--- src/rtl/uart_rx_if.sv ---
// Receive-side bundle between the UART receiver and its consumer.
// The master side is the receiver; the slave side drives the line and takes bytes.
`timescale 1ns / 1ps
interface uart_rx_if;
    logic       rx;
    logic [7:0] rx_data;
    logic       rx_valid;
    logic       frame_err;
    logic       busy;

    modport master (
        input  rx,
        output rx_data,
        output rx_valid,
        output frame_err,
        output busy
    );

    modport slave (
        output rx,
        input  rx_data,
        input  rx_valid,
        input  frame_err,
        input  busy
    );
endinterface

--- src/rtl/uart_rx.sv ---
// 8N1 UART receiver: two-flop synchroniser, mid-bit start validation, centre sampling,
// one-cycle valid / framing-error strobes and break handling.
`timescale 1ns / 1ps
module uart_rx #(
    parameter int unsigned CLK_FREQ  = 50000000,
    parameter int unsigned BAUD_RATE = 9600
) (
    input logic      clk,
    input logic      reset,
    uart_rx_if.master bus
);
    localparam int unsigned CLKS_PER_BIT = CLK_FREQ / BAUD_RATE;
    localparam int unsigned HALF_BIT     = CLKS_PER_BIT / 2;
    localparam logic [15:0] BitLast      = 16'(CLKS_PER_BIT - 1);
    localparam logic [15:0] HalfLast     = 16'(HALF_BIT - 1);

    typedef enum logic [2:0] {StIdle, StStart, StData, StStop, StBreak} state_e;

    state_e      state_q, state_d;
    logic        s1_q, s1_d;
    logic        rx_sync_q, rx_sync_d;
    logic [15:0] clk_count_q, clk_count_d;
    logic [2:0]  bit_index_q, bit_index_d;
    logic [7:0]  shift_q, shift_d;
    logic [7:0]  rx_data_q, rx_data_d;
    logic        rx_valid_q, rx_valid_d;
    logic        frame_err_q, frame_err_d;

    always_comb begin
        s1_d        = bus.rx;
        rx_sync_d   = s1_q;
        state_d     = state_q;
        clk_count_d = clk_count_q;
        bit_index_d = bit_index_q;
        shift_d     = shift_q;
        rx_data_d   = rx_data_q;
        rx_valid_d  = 1'b0;
        frame_err_d = 1'b0;

        case (state_q)
            StIdle: begin
                clk_count_d = '0;
                bit_index_d = '0;
                if (!rx_sync_q) state_d = StStart;
            end
            StStart: begin
                if (clk_count_q == HalfLast) begin
                    clk_count_d = '0;
                    bit_index_d = '0;
                    // A line that is high again at mid start bit was only a glitch
                    state_d     = rx_sync_q ? StIdle : StData;
                end else begin
                    clk_count_d = clk_count_q + 16'd1;
                end
            end
            StData: begin
                if (clk_count_q == BitLast) begin
                    clk_count_d          = '0;
                    shift_d[bit_index_q] = rx_sync_q;
                    if (bit_index_q == 3'd7) state_d = StStop;
                    else                     bit_index_d = bit_index_q + 3'd1;
                end else begin
                    clk_count_d = clk_count_q + 16'd1;
                end
            end
            StStop: begin
                if (clk_count_q == BitLast) begin
                    clk_count_d = '0;
                    if (rx_sync_q) begin
                        rx_data_d  = shift_q;
                        rx_valid_d = 1'b1;
                        state_d    = StIdle;
                    end else begin
                        frame_err_d = 1'b1;
                        state_d     = StBreak;
                    end
                end else begin
                    clk_count_d = clk_count_q + 16'd1;
                end
            end
            StBreak: begin
                // Hold off until the line is released so a break is not read as 0x00 bytes
                clk_count_d = '0;
                if (rx_sync_q) state_d = StIdle;
            end
            default: begin
                state_d     = StIdle;
                clk_count_d = '0;
            end
        endcase
    end

    always_ff @(posedge clk) begin
        if (!reset) begin
            state_q     <= StIdle;
            s1_q        <= 1'b1;
            rx_sync_q   <= 1'b1;
            clk_count_q <= '0;
            bit_index_q <= '0;
            shift_q     <= '0;
            rx_data_q   <= '0;
            rx_valid_q  <= 1'b0;
            frame_err_q <= 1'b0;
        end else begin
            state_q     <= state_d;
            s1_q        <= s1_d;
            rx_sync_q   <= rx_sync_d;
            clk_count_q <= clk_count_d;
            bit_index_q <= bit_index_d;
            shift_q     <= shift_d;
            rx_data_q   <= rx_data_d;
            rx_valid_q  <= rx_valid_d;
            frame_err_q <= frame_err_d;
        end
    end

    assign bus.rx_data   = rx_data_q;
    assign bus.rx_valid  = rx_valid_q;
    assign bus.frame_err = frame_err_q;
    assign bus.busy      = (state_q != StIdle);
endmodule

--- src/flat_wrapper.sv ---
// flat-port wrapper written by rule: the top's interface ports become plain ports
module uart_rx_flat 
#(
    parameter int unsigned CLK_FREQ  = 50000000,
    parameter int unsigned BAUD_RATE = 9600
)
  (clk, reset, bus_rx, bus_rx_data, bus_rx_valid, bus_frame_err, bus_busy);
  uart_rx_if bus_i ();
  input logic clk;
  input logic reset;
  input wire logic [$bits(bus_i.rx)-1:0] bus_rx;
  output wire logic [$bits(bus_i.rx_data)-1:0] bus_rx_data;
  output wire logic [$bits(bus_i.rx_valid)-1:0] bus_rx_valid;
  output wire logic [$bits(bus_i.frame_err)-1:0] bus_frame_err;
  output wire logic [$bits(bus_i.busy)-1:0] bus_busy;
  assign bus_i.rx = bus_rx;
  assign bus_rx_data = bus_i.rx_data;
  assign bus_rx_valid = bus_i.rx_valid;
  assign bus_frame_err = bus_i.frame_err;
  assign bus_busy = bus_i.busy;
  uart_rx #(.CLK_FREQ(CLK_FREQ), .BAUD_RATE(BAUD_RATE)) u_core (.clk(clk), .reset(reset), .bus(bus_i));
endmodule
--- config.mk ---
export PLATFORM = sky130hd
export DESIGN_NAME = uart_rx_flat
export DESIGN_NICKNAME = d
export VERILOG_FILES = /design/src/rtl/uart_rx_if.sv /design/src/rtl/uart_rx.sv /design/src/flat_wrapper.sv
export SDC_FILE = /design/constraint.sdc
export NUM_CORES = 1
export LEC_CHECK = 0
export BUFFER_PORTS_ARGS = -buffer_cell sky130_fd_sc_hd__buf_2
export CAP_MARGIN = 20
export CORE_MARGIN = 1.5
export CORE_UTILIZATION = 28
export CTS_CLUSTER_DIAMETER = 80
export DETAILED_ROUTE_END_ITERATION = 8
export PLACE_DENSITY = 0.53
export RECOVER_POWER = 50
export SLEW_MARGIN = 20
export SYNTH_ARGS = -nofsm -noshare
export SYNTH_HDL_FRONTEND = slang
export SYNTH_SLANG_ARGS = --single-unit
--- constraint.sdc ---
create_clock -name clk -period 2.1 [get_ports clk]
set_input_delay 0.315 -clock clk [delete_from_list [all_inputs] [get_ports clk]]
set_output_delay 0.315 -clock clk [all_outputs]
set_load 0.02 [all_outputs]
# After elaboration in Yosys (flattened, before gate mapping)
# Cells that the tools add are included.
# classes
add_sub_neg	2
magnitude_cmp	2
eq_ne	14
mux	21
n_reduce_logical	10
# op_table
operator	count
$mux 16	2
$pmux 16 s2	1
$mux 3	10
$add 16x1->16 const B	1
$eq 16x12->1 const B	1
$eq 16x13->1 const B	1
$pmux 3 s5	1
$ne 2x1->1 const B	5
$pmux 3 s3	1
$bwmux 8	1
$eq 3x2->1 const B	2
$eq 3x3->1 const B	2
$reduce_and 3->1	2
$reduce_and 6->1	1
$reduce_bool 3->1	2
$lt 3x4->1 const B	1
$ne 2x2->1 const B	2
$reduce_and 4->1	1
$add 3x1->3 const B	1
$demux 1 s3	1
$eq 3x1->1 const B	1
$ge 3x1->1 const B	1
$logic_not 3->1	1
$mux 1	3
other kinds (4)	4
# totals
reg_bits	42
input_bits	3
out_inout_bits	11
word_cells	58

# Depth between registers and ports, before layout
# logic_depth
word_depth	5
ltp_mapped	7
depth_no_buf	7

# Worst setup path after synthesis
# No wires, ideal clock.
# synth_timing
path_kind	reg2reg
startpoint	register u_core.clk_count_q[0]
endpoint	register u_core.bit_index_q[0]
setup_ps	127
arrival_ps	1602
required_ps	1973
path_slack_ps	371
path_stages_with_launch	7
path_buffers	0
period_less_slack_ps	1729
cell_sequence	dfxtp_1 ha_1 and4_1 nand2_1 or4_4 a21oi_1 o22ai_1
# synth_via
elab_chain_cells	3
word_cells_on_any_way	5
classes_between	4 x eq/ne; 1 x reduce/logical
# synth_lines
item	line_no	text
start, declared	uart_rx.sv:22	logic [15:0] clk_count_q, clk_count_d;
start signal, assigned	uart_rx.sv:108	clk_count_q <= clk_count_d;
$eq 16x13->1 / $eq 16x12->1 (equally long branches)	uart_rx.sv:57, uart_rx.sv:47	
$ne 2x1->1 (no line)	--	
$reduce_and 4->1 (no line) (*)	--	
end signal, assigned	uart_rx.sv:109	bit_index_q <= bit_index_d;
end, declared	uart_rx.sv:23	logic [2:0] bit_index_q, bit_index_d;
# Mark *: on every way between the ends. The rest lies on a longest branch, timed or not.
# A chain may end at the register's enable or synchronous reset.

# Worst setup path in the final report
# layout_timing
startpoint	register u_core.clk_count_q[0]
endpoint	register u_core.shift_q[6]
# layout_via
elab_chain_cells	2
# layout_lines
item	line_no	text
$eq 16x13->1	uart_rx.sv:57	if (clk_count_q == BitLast) begin
$reduce_and 2->1 (no line)	--	
end signal, assigned	uart_rx.sv:110	shift_q <= shift_d;
end, declared	uart_rx.sv:24	logic [7:0] shift_q, shift_d;
# Every way passes these cells.

==> reports/qor_table.md <==
| Item | This run | Unit |
|:---|:---|:---|
| Area growth from synthesis to final layout | 12.97 | % |
| Static leakage | 0.7451 | nW |
| Critical Path Fanout Max | 6 | - |
| Internal portion of total power | 1.304 | mW |
| DR vias/cell | 4.481 | - |
| Sequential group share of total power | 47.7 | % |
| Setup slack of the critical path after layout | 0.1389 | ns |
| H-tree depth reported by CTS | 2 | - |
| Core ar. | 6832 | sq um |
| Detailed placement HPWL | 2456 | um |
| Setup slack of the worst register-to-register path | 0.14 | ns |
| Reg-to-reg critical path endpoint | u_core.shift_q[6] | - |
| Via count of the first global-routing pass | 1272 | - |
| Proportion of power drawn by the clock network | 33.8 | % |
| Post-synth top area share | 42.11 | % |
| Least-Margin Pin Slew | 0.8068 | ns |
| Number of hold buffers added after cts | 0 | - |
| Maximum number of pins on one net before global-route repair | 21 | - |
| Height of the die | 87.45 | um |
| Post-Synthesis Cells | 208 | - |
| Slowest stage cell on the critical path | sky130_fd_sc_hd__dfxtp_1 | - |
| Total via count in the routed design | 1434 | - |
| Maximum achievable frequency | 0.5099 | GHz |
| Maximum resistive drop on vdd | 0.2374 | mV |
| Clock Tree Root | sky130_fd_sc_hd__clkbuf_8 | - |
| Number of nets in the layout | 229 | - |
| Initial antenna violation count | 0 | - |
| Slowest Stage Delay on Critical Path | 0.35 | ns |
| Row count | 30 | - |
| Pre-CTS WS | 0.2190 | ns |
| Post-layout minimum cycle time | 1.961 | ns |
| Result of the run | finished clean | - |
| DR iter-0 viols | 55 | - |
| Startpoint kind of the worst setup timing path | flip-flop | - |
| Worst-Skew Late Latency | 0.30 | ns |
| Top-level port count | 14 | - |
| CTS buffer count | 5 | - |
| Reg2reg path depth | 6 | - |
| Most common cell in the netlist | sky130_fd_sc_hd__dfxtp_1 | - |
| Router iterations before antenna repair | 4 | - |
| ANT nets after route | 0 | - |
| Fin crit share | 93.39 | % |
| Crit. End Element | flip-flop | - |
| Total congestion overflow after global routing | 0 | - |
| Post-synth top cells | sky130_fd_sc_hd__dfxtp_1 (42), sky130_fd_sc_hd__nor2_1 (26), sky130_fd_sc_hd__nand2_1 (21) | - |
| Final Wtd Congestion | 0.8111 | - |
| Initial Utilization | 29.23 | % |
| Total negative slack for setup checks | 0 | ns |
| Die width | 87.45 | um |
| Flops & latches, synth | 42 | - |
| Fraction of registers with async set/reset | 0 | % |
| Routed length per placed instance | 11.33 | um |
| Routed Wire Length | 3627 | um |
| Power density of the placed cells | 827.2 | nW/um^2 |
| Cells taking the most area after synthesis | sky130_fd_sc_hd__dfxtp_1 (42%), sky130_fd_sc_hd__mux2i_1 (7.5%), sky130_fd_sc_hd__nor2_1 (4.9%), sky130_fd_sc_hd__nand2_1 (3.9%), sky130_fd_sc_hd__xnor2_1 (3.5%) | - |
| Syn_nets | 214 | - |
| Cell Chain, Critical Path | ha_1 > and4_1 > nand4_1 > nand2b_4 > o311ai_0 > o41ai_1 | - |
| Count of synthesis-stage warnings from yosys | 0 | - |
| Mean cell area of the mapped netlist | 9.601 | sq um |
| Overall global routing resource usage | 10.36 | % |
| Number of gates resized after CTS | 0 | - |
| Clock-pin slew reported for the worst setup and hold paths after clock tree synthesis | 0.08 | ns |
| Setup repair after global routing missed its margin | no | - |
| DRC errors left | 0 | - |
| Number of maximum-capacitance violations | 0 | - |
| Global-route wire length before repair | 6175 | um |
| Worst Skew | 0.007138 | ns |
| Dominant register cell in the synthesized netlist | sky130_fd_sc_hd__dfxtp_1 | - |
| Final Setup Violations | 0 | - |
| Count of final max-slew check failures | 0 | - |
| Worst relative slew slack | 46.21 | % |
| Critical path start-end classification | flip-flop to flip-flop | - |
| Data required time at the worst endpoint | 2.28 | ns |
| Buffer levels on the longest clock path | 2 | - |
| Final non-filler cell area | 2256 | sq um |
| Port Buffers | 13 | - |
| Netlist Area Pre-Place | 1997 | sq um |
| Share of post-route cells with drive strength above 1 | 12.05 | % |
| Number of flops mapped to enable cells by yosys | 0 | - |
| Launch point of the worst reg-to-reg path | u_core.clk_count_q[0] | - |
| Number of setup buffers added after CTS | 0 | - |
| Hold Path Depth | 2 | - |
| Die area | 7648 | sq um |
| Proportion of total power due to net switching | 30.11 | % |
| Cell area after placement | 2168 | sq um |
| Data arrival at the endpoint of the critical path | 2.14 | ns |
| Number of sinks on the clock net | 42 | - |
| Power share of the combinational group | 18.6 | % |
| Proportion of synthesized chip area in sequential cells | 42.11 | % |
| Largest area contributor in the netlist | sky130_fd_sc_hd__dfxtp_1 | - |
| Min-Delay Path Class | primary input to flip-flop | - |
| TritonCTS clock tree | yes | - |
| Worst hold path endpoint | u_core.rx_sync_d | - |
| Net switching power figure | 0.5618 | mW |
| Netlist cell types | 47 | - |
| Diode count | 0 | - |
| Final count of hold timing violations | 0 | - |
| Worst hold path startpoint | bus_rx | - |
-- routing by layer --
layer  GRT usage [%]  share of wire (%)  vias to the layer above
met5               0                  0                        -
met4           4.762                1.9                        0
met3           3.507                3.9                        7
met2           14.83                 41                       16
met1           13.93                 53                      651
li1                -                  -                      760
-- final cells by class --
class                   instances  area [sq um]
clock inverters                 3         40.04
well taps                      96         120.1
multi-input cells             154          1082
repair buffers                 17         92.59
inverters                       3         11.26
flip-flops and latches         42         840.8
clock buffers                   5         68.82
fillers                       744          4576
-- worst max-delay path: cells and delay by family (launching register included) --
family | cells | cell delay (ns)
fa+ha+maj | 1 | 0.25
simple gates | 3 | 0.79
compound gates | 2 | 0.47
flops | 1 | 0.35
-- cell usage in the layout (no fill, tap or decap), drive strengths merged, types with 4 or more instances in the layout --
| cell type | netlist | routed |
|---|---|---|
| dfxtp | 42 | 42 |
| nand2 | 21 | 21 |
| buf | 5 | 5 |
| clkbuf | 4 | 17 |
| mux2i | 15 | 15 |
| nand2b | 5 | 5 |
| o22ai | 5 | 5 |
| nand4 | 5 | 5 |
| and3 | 5 | 5 |
| xnor2 | 8 | 8 |
| nor2b | 8 | 8 |
| nand3 | 9 | 9 |
| xor2 | 7 | 7 |
| nor2 | 27 | 27 |
| nor3 | 4 | 4 |
-- logic make-up after synthesis --
family,synth area share (%)
simple gates,31.70
fa+ha+maj,1.880
flops,42.11
mux,7.519
compound gates,6.830
xor+xnor,6.579
buf+inv,3.383
-- power by group through the flow --
stage / Sequential, mW / Clock (mW) / Combinational (mW)
2_1_floorplan: 0.870 / 0 / 0.319
3_3_place_gp: 0.906 / 0 / 0.348
3_5_place_dp: 0.907 / 0 / 0.347
4_1_cts: 0.888 / 0.657 / 0.350
5_1_grt: 0.898 / 0.691 / 0.383
6_report: 0.890 / 0.630 / 0.346
-- sequential cells by signal, indices dropped and copies added, names as in the netlist --
name	cells
u_core.bit_index_q	3
u_core.clk_count_q	16
u_core.rx_sync_q	1
u_core.shift_q	8
u_core.bus.rx_data	8
u_core.state_q	3
u_core.bus.frame_err	1
u_core.bus.rx_valid	1
u_core.rx_sync_d	1
-- how the worst max path moves through the flow --
stage | from | end | cells after the start
floorplan | u_core.clk_count_q[0] | u_core.bit_index_q[0] | 6
global placement | u_core.clk_count_q[0] | u_core.bit_index_q[1] | 6
detailed placement | u_core.clk_count_q[0] | u_core.bit_index_q[0] | 6
CTS | u_core.clk_count_q[0] | u_core.bit_index_q[0] | 6
global route | u_core.clk_count_q[0] | u_core.shift_q[6] | 6
finish | u_core.clk_count_q[0] | u_core.shift_q[6] | 6
-- per-stage QoR --
step	std cells	utilization, %	power [mW]	hold WS (ns)
global placement	312	31.74	1.255	0.3928
floorplan	208	-	1.189	0.3863
global route	320	33.02	1.972	0.1923
detailed placement	312	31.74	1.254	0.3969
finish	320	33.02	1.866	0.1968
CTS	320	33.33	1.895	0.1895
Note: power is estimated with default switching activity, not from simulation.
